$ cat config.mk
export PLATFORM = sky130hd
export DESIGN_NAME = ped_crossing_ctrl
export DESIGN_NICKNAME = d
export VERILOG_FILES = /design/src/rtl/ped_crossing_ctrl.sv
export SDC_FILE = /design/constraint.sdc
export NUM_CORES = 1
export LEC_CHECK = 0
export ABC_CLOCK_PERIOD_IN_PS = 2620
export CAP_MARGIN = 20
export CORE_MARGIN = 4
export CORE_UTILIZATION = 45
export CTS_CLUSTER_DIAMETER = 50
export DETAILED_ROUTE_END_ITERATION = 16
export PLACE_DENSITY = 0.67
export SETUP_SLACK_MARGIN = 0.05
export SLEW_MARGIN = 5
export SYNTH_ARGS = -nofsm -noshare
export SYNTH_HDL_FRONTEND = slang
export SYNTH_SLANG_ARGS = --single-unit
$ cat constraint.sdc
create_clock -name clk -period 2.62 [get_ports clk]
set_clock_uncertainty 0.15 [all_clocks]
set_input_delay 0.262 -clock clk [delete_from_list [all_inputs] [get_ports clk]]
set_output_delay 0.262 -clock clk [all_outputs]
set_load 0.005 [all_outputs]
$ cat src/rtl/ped_crossing_ctrl.sv
// ============================================================================
// Module      : ped_crossing_ctrl
// Description : Pedestrian crossing controller slaved to the vehicle lamps;
//               debounced request, WALK / flashing clearance, conflict flag.
// Revision    : 1.0 - initial release
// ============================================================================
`default_nettype none

module ped_crossing_ctrl #(
    parameter int WALK_CYCLES  = 4,
    parameter int FLASH_CYCLES = 6,
    parameter int DEBOUNCE     = 2
) (
    input  logic       clk,
    input  logic       reset,
    input  logic       btn,
    input  logic       red,
    input  logic       yellow,
    input  logic       green,
    output logic       walk,
    output logic       dont_walk,
    output logic       req_pending,
    output logic [3:0] countdown,
    output logic       conflict
);

    localparam logic [3:0] c_walk_cycles  = 4'(WALK_CYCLES);
    localparam logic [3:0] c_flash_cycles = 4'(FLASH_CYCLES);
    localparam logic [2:0] c_debounce     = 3'(DEBOUNCE);
    localparam logic [2:0] c_debounce_m1  = 3'(DEBOUNCE - 1);

    typedef enum logic [1:0] {
        S_IDLE  = 2'd0,
        S_WAIT  = 2'd1,
        S_WALK  = 2'd2,
        S_FLASH = 2'd3
    } state_t;

    state_t     r_state;
    logic       r_red_q;
    logic [2:0] r_deb_cnt;
    logic       r_req;
    logic [3:0] r_cnt;
    logic       r_walk;
    logic       r_dont_walk;
    logic [3:0] r_countdown;
    logic       r_conflict;

    state_t     w_state;
    logic [2:0] w_deb_cnt;
    logic       w_req;
    logic [3:0] w_cnt;
    logic       w_walk;
    logic       w_dont_walk;
    logic [3:0] w_countdown;
    logic       w_conflict;
    logic       w_press;
    logic       w_red_rise;
    logic       w_lamps_onehot;
    logic [2:0] w_lamps;

    assign w_lamps        = {red, yellow, green};
    assign w_lamps_onehot = (w_lamps == 3'b100) || (w_lamps == 3'b010) ||
                            (w_lamps == 3'b001);
    assign w_red_rise     = red & ~r_red_q;
    // The counter saturates at DEBOUNCE, so a held button yields one press only.
    assign w_press        = btn && (r_deb_cnt == c_debounce_m1);

    always_comb begin
        w_state     = r_state;
        w_cnt       = r_cnt;
        w_walk      = 1'b0;
        w_dont_walk = 1'b1;
        w_countdown = 4'd0;
        w_req       = r_req;
        w_conflict  = r_conflict | ~w_lamps_onehot;

        if (!btn) begin
            w_deb_cnt = 3'd0;
        end else if (r_deb_cnt == c_debounce) begin
            w_deb_cnt = r_deb_cnt;
        end else begin
            w_deb_cnt = r_deb_cnt + 3'd1;
        end

        if (w_press && (r_state != S_WALK)) begin
            w_req = 1'b1;
        end

        case (r_state)
            S_IDLE: begin
                if (r_req) begin
                    w_state = S_WAIT;
                end
            end
            S_WAIT: begin
                if (w_red_rise) begin
                    w_state     = S_WALK;
                    w_cnt       = c_walk_cycles;
                    w_walk      = 1'b1;
                    w_dont_walk = 1'b0;
                    w_req       = 1'b0;
                end
            end
            S_WALK: begin
                if (!red) begin
                    w_state    = S_IDLE;
                    w_conflict = 1'b1;
                end else if (r_cnt == 4'd1) begin
                    w_state     = S_FLASH;
                    w_countdown = c_flash_cycles;
                end else begin
                    w_cnt       = r_cnt - 4'd1;
                    w_walk      = 1'b1;
                    w_dont_walk = 1'b0;
                end
            end
            S_FLASH: begin
                // countdown doubles as the clearance timer while flashing.
                if (!red) begin
                    w_state    = S_IDLE;
                    w_conflict = 1'b1;
                end else if (r_countdown == 4'd1) begin
                    w_state = r_req ? S_WAIT : S_IDLE;
                end else begin
                    w_countdown = r_countdown - 4'd1;
                    w_dont_walk = ~r_dont_walk;
                end
            end
            default: begin
                w_state = S_IDLE;
            end
        endcase
    end

    always_ff @(posedge clk) begin
        if (reset) begin
            r_state     <= S_IDLE;
            r_red_q     <= 1'b1;
            r_deb_cnt   <= 3'd0;
            r_req       <= 1'b0;
            r_cnt       <= 4'd0;
            r_walk      <= 1'b0;
            r_dont_walk <= 1'b1;
            r_countdown <= 4'd0;
            r_conflict  <= 1'b0;
        end else begin
            r_state     <= w_state;
            r_red_q     <= red;
            r_deb_cnt   <= w_deb_cnt;
            r_req       <= w_req;
            r_cnt       <= w_cnt;
            r_walk      <= w_walk;
            r_dont_walk <= w_dont_walk;
            r_countdown <= w_countdown;
            r_conflict  <= w_conflict;
        end
    end

    assign walk        = r_walk;
    assign dont_walk   = r_dont_walk;
    assign req_pending = r_req;
    assign countdown   = r_countdown;
    assign conflict    = r_conflict;

endmodule

`default_nettype wire
After elaboration in Yosys (flattened, before gate mapping)
Index checks and enable logic that the tools add are counted.
Storage, ports and cells
  register bits: 18
  output and inout bits: 8
  logic and storage cells: 77
Cells by class
  add/sub/neg operators: 3
  equality and inequality tests: 17
  multiplexer cells: 32
  bitwise operators: 6
  reduce and logical (&&, ||, !) cells: 10
Operator list (count)
  2-to-1 mux 4 bit: 5
  one-hot mux 4 bit (2 select lines): 2
  2-to-1 mux 1 bit: 14
  2-to-1 mux 2 bit: 6
  != test 2 bit (second input constant): 5
  equality test 4 x 1 -> 1 bit (second input constant): 2
  one-hot mux 2 bit (4 select lines): 1
  AND reduction 4 bit: 2
  subtractor 4 x 1 -> 4 bit (second input constant): 2
  equality test 3 x 1 -> 1 bit (second input constant): 2
  equality test 3 x 2 -> 1 bit (second input constant): 2
  2-to-1 mux 3 bit: 2
  != test 3 bit (second input constant): 2
  equality test 2 bit (second input constant): 2
  inverter 1 bit: 4
  OR reduction 2 bit: 2
  adder 3 x 1 -> 3 bit (second input constant): 1
  equality test 3 bit (second input constant): 1
  one-hot mux 1 bit (3 select lines): 1
  equality test 2 x 1 -> 1 bit (second input constant): 1
  logical AND 1 bit: 2
  zero test 2 bit: 1
  logical OR 1 bit: 2
  one-hot mux 1 bit (2 select lines): 1
  other kinds (3): 3

Logic depth before layout (Yosys ltp)
Gate-level depths: netlist (run 1).
  depth in word-level cells: 7
  depth in mapped cells: 7
  mapped depth without buffers: 6

Least setup slack after synthesis (run 1)
Ideal clock, no wire load.
  path kind: register to register
  from: register r_state[0]
  to: register r_cnt[2]
  arrival: 1.386 ns
  slack: 0.962 ns
  stages on the path, launching flop included: 8
  path buffers: 1
  period minus slack after synthesis: 1.658 ns
  path through: dfxtp_1 inv_1 ha_1 buf_4 o21ai_2 nor3_4 a211oi_1 nor3_1
Between the ends
  cells in the longest elaborated chain, start to end: 3
RTL lines
  from (decl): RTL line 39  | state_t r_state;
  from (signal assigned): RTL line 148  | r_state <= w_state;
  equality test 2 bit / equality test 2 x 1 -> 1 bit (equally long branches): RTL line 90  | case (r_state)
  != test 2 bit (no line) / nonzero test 2 bit (equally long branches)
  AND reduction 4 bit (no line)
  to (signal assigned): RTL line 152  | r_cnt <= w_cnt;
  to (decl): RTL line 43  | logic [3:0] r_cnt;
Parallel ways exist; a longest one is shown, timed or not.
A chain may end at the register's enable or synchronous reset.

Worst setup path after layout (run 1)
Same ends and word-level chain as after synthesis.

==> metrics.yaml, run 1 <==
finish:
  fin_cells: 156
  fill_cells: 221
  drive_above_1_share: 0.0938
  final_nets: 147
  syn2layout_area_growth_pct: 17.0
  antenna_cells: 0
die:
  io_pins: 14
  start_util: 0.476
  fp.dieH_um: 56.4
  std_cell_rows: 17
  core_area_sq_um: 2210
  die_x_um: 56.4
  die-area_sq_um: 3180
sta:
  setup_violations: 0
  finalCritPeriodShare: 0.747
  min_period_ps: 1960
  grt_setup_unrepaired: "false"
  slew_headroom: 0.567
  whs_ps: 332
  tightest_slew_ps: 648
  finalMaxSlewViolations: 0
  finalHoldViolCount: 0
  fin_setup_tns_ps: 0
  max_freq_mhz: 511
power:
  power_density_nw_per_um2: 606
  p_leak_nw: 0.451
  max-vdd-ir-drop_mv: 0.480
  power.total_mw: 0.746
synthesis:
  async_reset_ff_frac: 0
  synthesis.area_sq_um: 1050
  yosysMostFrequentCell: "dfxtp_1"
  synthTopCellsByCount: "dfxtp_1, nor2_1, ha_1, inv_1, nor3_1"
  syn_area_per_cell_sq_um: 9.23
  yosysTopAreaCell: "dfxtp_1"
  synthTopCellsByArea: "dfxtp_1, ha_1, nor2_1"
  ys_types: 36
  netlist.area_leader.share: 0.342
  synth_fp_nets: 132
  ys_warn_count: 0
  syn_inst: 114
  synth-seq-cells: 18
  synth-seq-area-share: 0.342
  synth_edf_count: 0
  synth_ff_type: "dfxtp_1"
placement:
  hpwl_um: 1430
  place.gp.congestion: 0.780
  dp.cells: 152
  port_buffers: 13
critical_path:
  endpoint: "r_cnt[2]$_SDFFE_PP0P_"
  path_max_fanout: 11
  timing.rr.end: "r_cnt[2]$_SDFFE_PP0P_"
  reg2reg_slack_ps: 660
  reg2reg_from: "r_state[0]$_SDFFE_PP0P_"
  critical_path_arrival_ps: 1970
  endpoint_kind: "flip-flop"
  critPathKind: "reg -> reg"
  rr_worst_depth: 6
  worstSetupStartpoint: "r_state[0]$_SDFFE_PP0P_"
  required_ps: 2640
  setup.worst_path.start_class: "flip-flop"
detailed_routing:
  remaining_drc_errors: 0
  wl_per_cell_um: 12.1
  viasPerCell: 5.22
  dr.pass1.iters: 4
  drt-total-wl_um: 1890
  postRouteAntennaNets: 0
  num_vias: 815
  drt_iter0_drc: 14
clock_tree:
  ctsHoldBuffers: 0
  cts.repair.resized: 0
  htreeDepth: 1
  cts_buffers: 3
  clock-sinks: 18
  cts_tree: "done"
  clk_pin_slew_ps: 110
  cts_max_path_buffers: 2
  root_buffer: "clkbuf_4"
  cts_setup_buffers: 0
  clk_latency_ps: 290
global_route:
  grt.overflow.total: 0
  grt_start_max_net_pins: 18
  antenna_found_initial: 0
  grt_pass1_vias: 771
  grt_pass1_wl_um: 3340
  grt_util_all_layers: 0.134
hold_path:
  hold_class: "reg -> reg"
job:
  drv_cap: 0
outcome:
  status: "completed"
==> through the flow <==
step / area, sq um / worst slack (ps) / util
after detailed placement: 1190 / 592 / 0.540
after global placement: 1190 / 672 / 0.540
after CTS: 1230 / 649 / 0.557
after floorplan: 1050 / 962 / -
after global routing: 1230 / 509 / 0.557
final: 1230 / 664 / 0.557
==> per-layer routing <==
metal	track usage	vias to the layer above	wire, um
li1	-	424	-
met1	0.161	378	945
met2	0.207	9	845
met3	0.0506	4	61
met4	0.0678	0	40
met5	0	-	0
==> layout by cell type (no fill, tap or decap), types with 2 or more instances in the layout <==
cell type,synthesis,routed
ha_1,12,12
inv_1,10,10
clkbuf_4,0,3
clkdlybuf4s50_1,0,13
mux2i_1,2,2
nor3b_1,3,3
nor3_1,7,7
nand2b_1,4,4
nand2_1,3,3
a211oi_1,2,2
nor2_1,15,15
nor2b_1,3,3
a31oi_1,2,2
a21oi_1,4,4
xnor2_1,4,4
or3_1,2,2
dfxtp_1,18,18
==> worst min-delay path by stage <==
stage,startpoint,end,slack [ps],depth (start not counted)
floorplan,reset,countdown[3]$_SDFF_PP0_,190,1
global placement,conflict$_SDFF_PP0_,conflict$_SDFF_PP0_,310,2
detailed placement,conflict$_SDFF_PP0_,conflict$_SDFF_PP0_,310,2
CTS,conflict$_SDFF_PP0_,conflict$_SDFF_PP0_,340,2
global route,conflict$_SDFF_PP0_,conflict$_SDFF_PP0_,390,2
finish,conflict$_SDFF_PP0_,conflict$_SDFF_PP0_,330,2
==> state kept, by name, indices dropped and copies added (netlist names) <==
| register | count |
|---|---|
| countdown | 4 |
| r_cnt | 4 |
| r_deb_cnt | 3 |
| r_state | 2 |
| conflict | 1 |
| dont_walk | 1 |
| r_red_q | 1 |
| req_pending | 1 |
| walk | 1 |
==> kinds of logic (layout without fill, tap and decap cells) <==
kind of cell             after synthesis  after routing  share of synthesized area
flip-flops                            18             18                      0.342
XOR/XNOR                               5              5                     0.0416
buffers and inverters                 13             27                     0.0571
AO/OA/AOI/OAI                         18             18                      0.128
AND/OR/NAND/NOR                       46             46                      0.269
multiplexers                           2              2                     0.0190
adder cells (fa/ha/maj)               12             12                      0.143
==> power breakdown <==
part	internal (mW)	total (mW)	switching (mW)
sequential	0.302	0.327	0.0250
clock	0.0847	0.173	0.0881
combinational	0.118	0.247	0.129
total	0.504	0.746	0.242
==> critical path, stage by stage (launching register included) <==
cell	delay, ps
dfxtp_1	390
inv_1	120
ha_1	360
and4bb_4	290
nor3_4	270
and4b_1	220
nor3_1	40
==> area by class of cell <==
class | count | area, sq um | area share
Multi-Input combinational cell | 83 | 632 | 0.513
Clock buffer | 4 | 36.3 | 0.0295
Tap cell | 28 | 35.0 | 0.0285
Inverter | 10 | 37.5 | 0.0305
Sequential cell | 18 | 360 | 0.293
Timing Repair Buffer | 13 | 130 | 0.106
(Power assumes the default switching activity.)
==> run 2, diff against run 1 <==
--- a/config.mk
+++ b/config.mk
@@ -5,13 +5,13 @@
 export SDC_FILE = /design/constraint.sdc
 export NUM_CORES = 1
 export LEC_CHECK = 0
-export ABC_CLOCK_PERIOD_IN_PS = 2620
+export ABC_CLOCK_PERIOD_IN_PS = 1710
 export CAP_MARGIN = 20
 export CORE_MARGIN = 4
 export CORE_UTILIZATION = 45
 export CTS_CLUSTER_DIAMETER = 50
 export DETAILED_ROUTE_END_ITERATION = 16
-export PLACE_DENSITY = 0.67
+export PLACE_DENSITY = 0.7
 export SETUP_SLACK_MARGIN = 0.05
 export SLEW_MARGIN = 5
 export SYNTH_ARGS = -nofsm -noshare
==> constraint.sdc (replaced) <==
create_clock -name clk -period 1.71 [get_ports clk]
set_clock_uncertainty 0.15 [all_clocks]
set_input_delay 0.171 -clock clk [delete_from_list [all_inputs] [get_ports clk]]
set_output_delay 0.171 -clock clk [all_outputs]
set_load 0.005 [all_outputs]
==> metrics.yaml, run 2 (synthesis results as in run 1) <==
outcome:
  status: "completed"
detailed_routing:
  dr.pass1.iters: 4  # unchanged
  wl_per_cell_um: 14.2  # +17%
  num_vias: 900  # +10%
  remaining_drc_errors: 0  # unchanged
  viasPerCell: 5.26  # +0.74%
  postRouteAntennaNets: 0  # unchanged
  drt-total-wl_um: 2420  # +28%
  drt_iter0_drc: 16  # +2
sta:
  finalMaxSlewViolations: 0  # unchanged
  whs_ps: 360  # +28.3 ps
  fin_setup_tns_ps: 0  # unchanged
  grt_setup_unrepaired: "true"
  finalCritPeriodShare: 0.957
  slew_headroom: 0.814  # +0.247
  min_period_ps: 1640
  finalHoldViolCount: 0  # unchanged
  tightest_slew_ps: 278  # -370 ps
  max_freq_mhz: 611
  setup_violations: 0  # unchanged
die:
  io_pins: 14  # unchanged
  start_util: 0.476  # unchanged
  fp.dieH_um: 56.4  # unchanged
  die-area_sq_um: 3180  # unchanged
  core_area_sq_um: 2210  # unchanged
  die_x_um: 56.4  # unchanged
  std_cell_rows: 17  # unchanged
finish:
  final_area_sq_um: 1440  # +17%
  final_common_cell: "dfxtp_1"
  syn2layout_area_growth_pct: 37.1
  mostFrequentLayoutCells: "dfxtp_1, nor2_1, clkdlybuf4s50_1"
  antenna_cells: 0  # unchanged
  fill_cells: 183  # -17%
  drive_above_1_share: 0.301  # +0.207
  final_nets: 162  # +10%
power:
  p_int_mw: 0.902  # +79%
  max-vdd-ir-drop_mv: 0.619  # +29%
  p_leak_nw: 0.539  # +20%
  power_density_nw_per_um2: 937  # +55%
  power.total_mw: 1.35  # +81%
  p_sw_frac: 0.333  # +0.00825
  comb_power_share: 0.423  # +0.092
  p_switching_mw: 0.451  # +86%
  p_clk_frac: 0.198  # -0.033
  seq_power_share: 0.379  # -0.059
placement:
  hpwl_um: 1780  # +24%
  placed_cell_area_sq_um: 1280  # +6.9%
  place.gp.congestion: 0.750  # -3.9%
  port_buffers: 13  # unchanged
critical_path:
  cpLargestDelayFamily: "buffers and inverters"
  path_cells: "clkdlybuf4s50_1"
  cp_slowest_cell: "clkdlybuf4s50_1"
  critical_path_arrival_ps: 1320  # -650 ps
  cp_num_buf_inv: 1  # unchanged
  path_max_fanout: 4  # -7
  reg2reg_slack_ps: 80  # -580 ps
  worst_path_largest_cell_delay_ps: 560  # +170 ps
  critPathKind: "reg -> out"
  setup.worst_path.start_class: "flip-flop"
  required_ps: 1390  # -1250 ps
  endpoint_kind: "output pin"
clock_tree:
  ctsHoldBuffers: 0  # unchanged
  clk_pin_slew_ps: 100  # about the same
  cts_buffers: 3  # unchanged
  root_buffer: "clkbuf_4"
  htreeDepth: 1  # unchanged
  cts_max_path_buffers: 2  # unchanged
  cts_tree: "done"
  clk_latency_ps: 300  # about the same
  clock-sinks: 18  # unchanged
job:
  drv_cap: 0  # unchanged
global_route:
  grt_util_all_layers: 0.155  # +0.0216
  grt_pass1_wl_um: 3930  # +18%
  grt_pass1_vias: 890  # +15%
  grt.overflow.total: 0  # unchanged
  grt_start_max_net_pins: 11  # -7
  antenna_found_initial: 0  # unchanged
hold_path:
  hold_class: "reg -> reg"
-- run 2: cell types whose count changed in the layout (fill, tap and decap cells not counted), sizes merged --
cell | previous run | this run
buf | 0 | 15
-- run 2: path summary, 6_finish.rpt --
| path | cells after the start | start | end |
|---|---|---|---|
| worst max-delay path | 1 | countdown[2]$_SDFF_PP0_ | countdown[2] |
| worst min-delay path | 2 | conflict$_SDFF_PP0_ | conflict$_SDFF_PP0_ |
| worst max register to register | 6 | r_state[0]$_SDFFE_PP0P_ | r_cnt[2]$_SDFFE_PP0P_ |
| worst min register to register | 2 | conflict$_SDFF_PP0_ | conflict$_SDFF_PP0_ |
-- run 2: routing by layer --
metal,wire length (um),track usage,up-vias,part of all wire
met2,1320,0.299,9,0.55
met4,38,0.0508,0,0.016
li1,-,-,453,-
met5,0,0,-,0
met3,59,0.0230,4,0.024
met1,1000,0.171,434,0.41
-- run 2: stage by stage --
step                      worst slack (ps)  std cells   util
final                                 73.9        171  0.652
after global routing                 -9.58        171  0.652
after CTS                             30.1        171  0.624
after detailed placement             -37.3        163  0.577
after global placement                20.5        163  0.577
after floorplan                       52.0        114      -
-- run 2: timing repair --
| item | in CTS | in global routing |
|---|---|---|
| endpoints found under the setup margin | 7 | 7 |
| resized for setup | 13 | 14 |
| buffers inserted | 4 | 0 |
| pin swaps | 8 | 9 |
-- run 2: power by group through the flow --
stage,sequential [mW],combinational (mW),clock [mW]
finish,0.512,0.572,0.268
global placement,0.507,0.430,0
detailed placement,0.509,0.447,0
CTS,0.504,0.505,0.274
global route,0.518,0.626,0.295
floorplan,0.500,0.301,0
-- run 2: area by class of cell --
type	instances	area, sq um	area share
Tap cell	28	35.0	0.0243
Timing Repair Buffer	28	254	0.176
Sequential cell	18	367	0.254
Multi-Input combinational cell	83	711	0.493
Inverter	10	40.0	0.0278
Clock buffer	4	36.3	0.0252
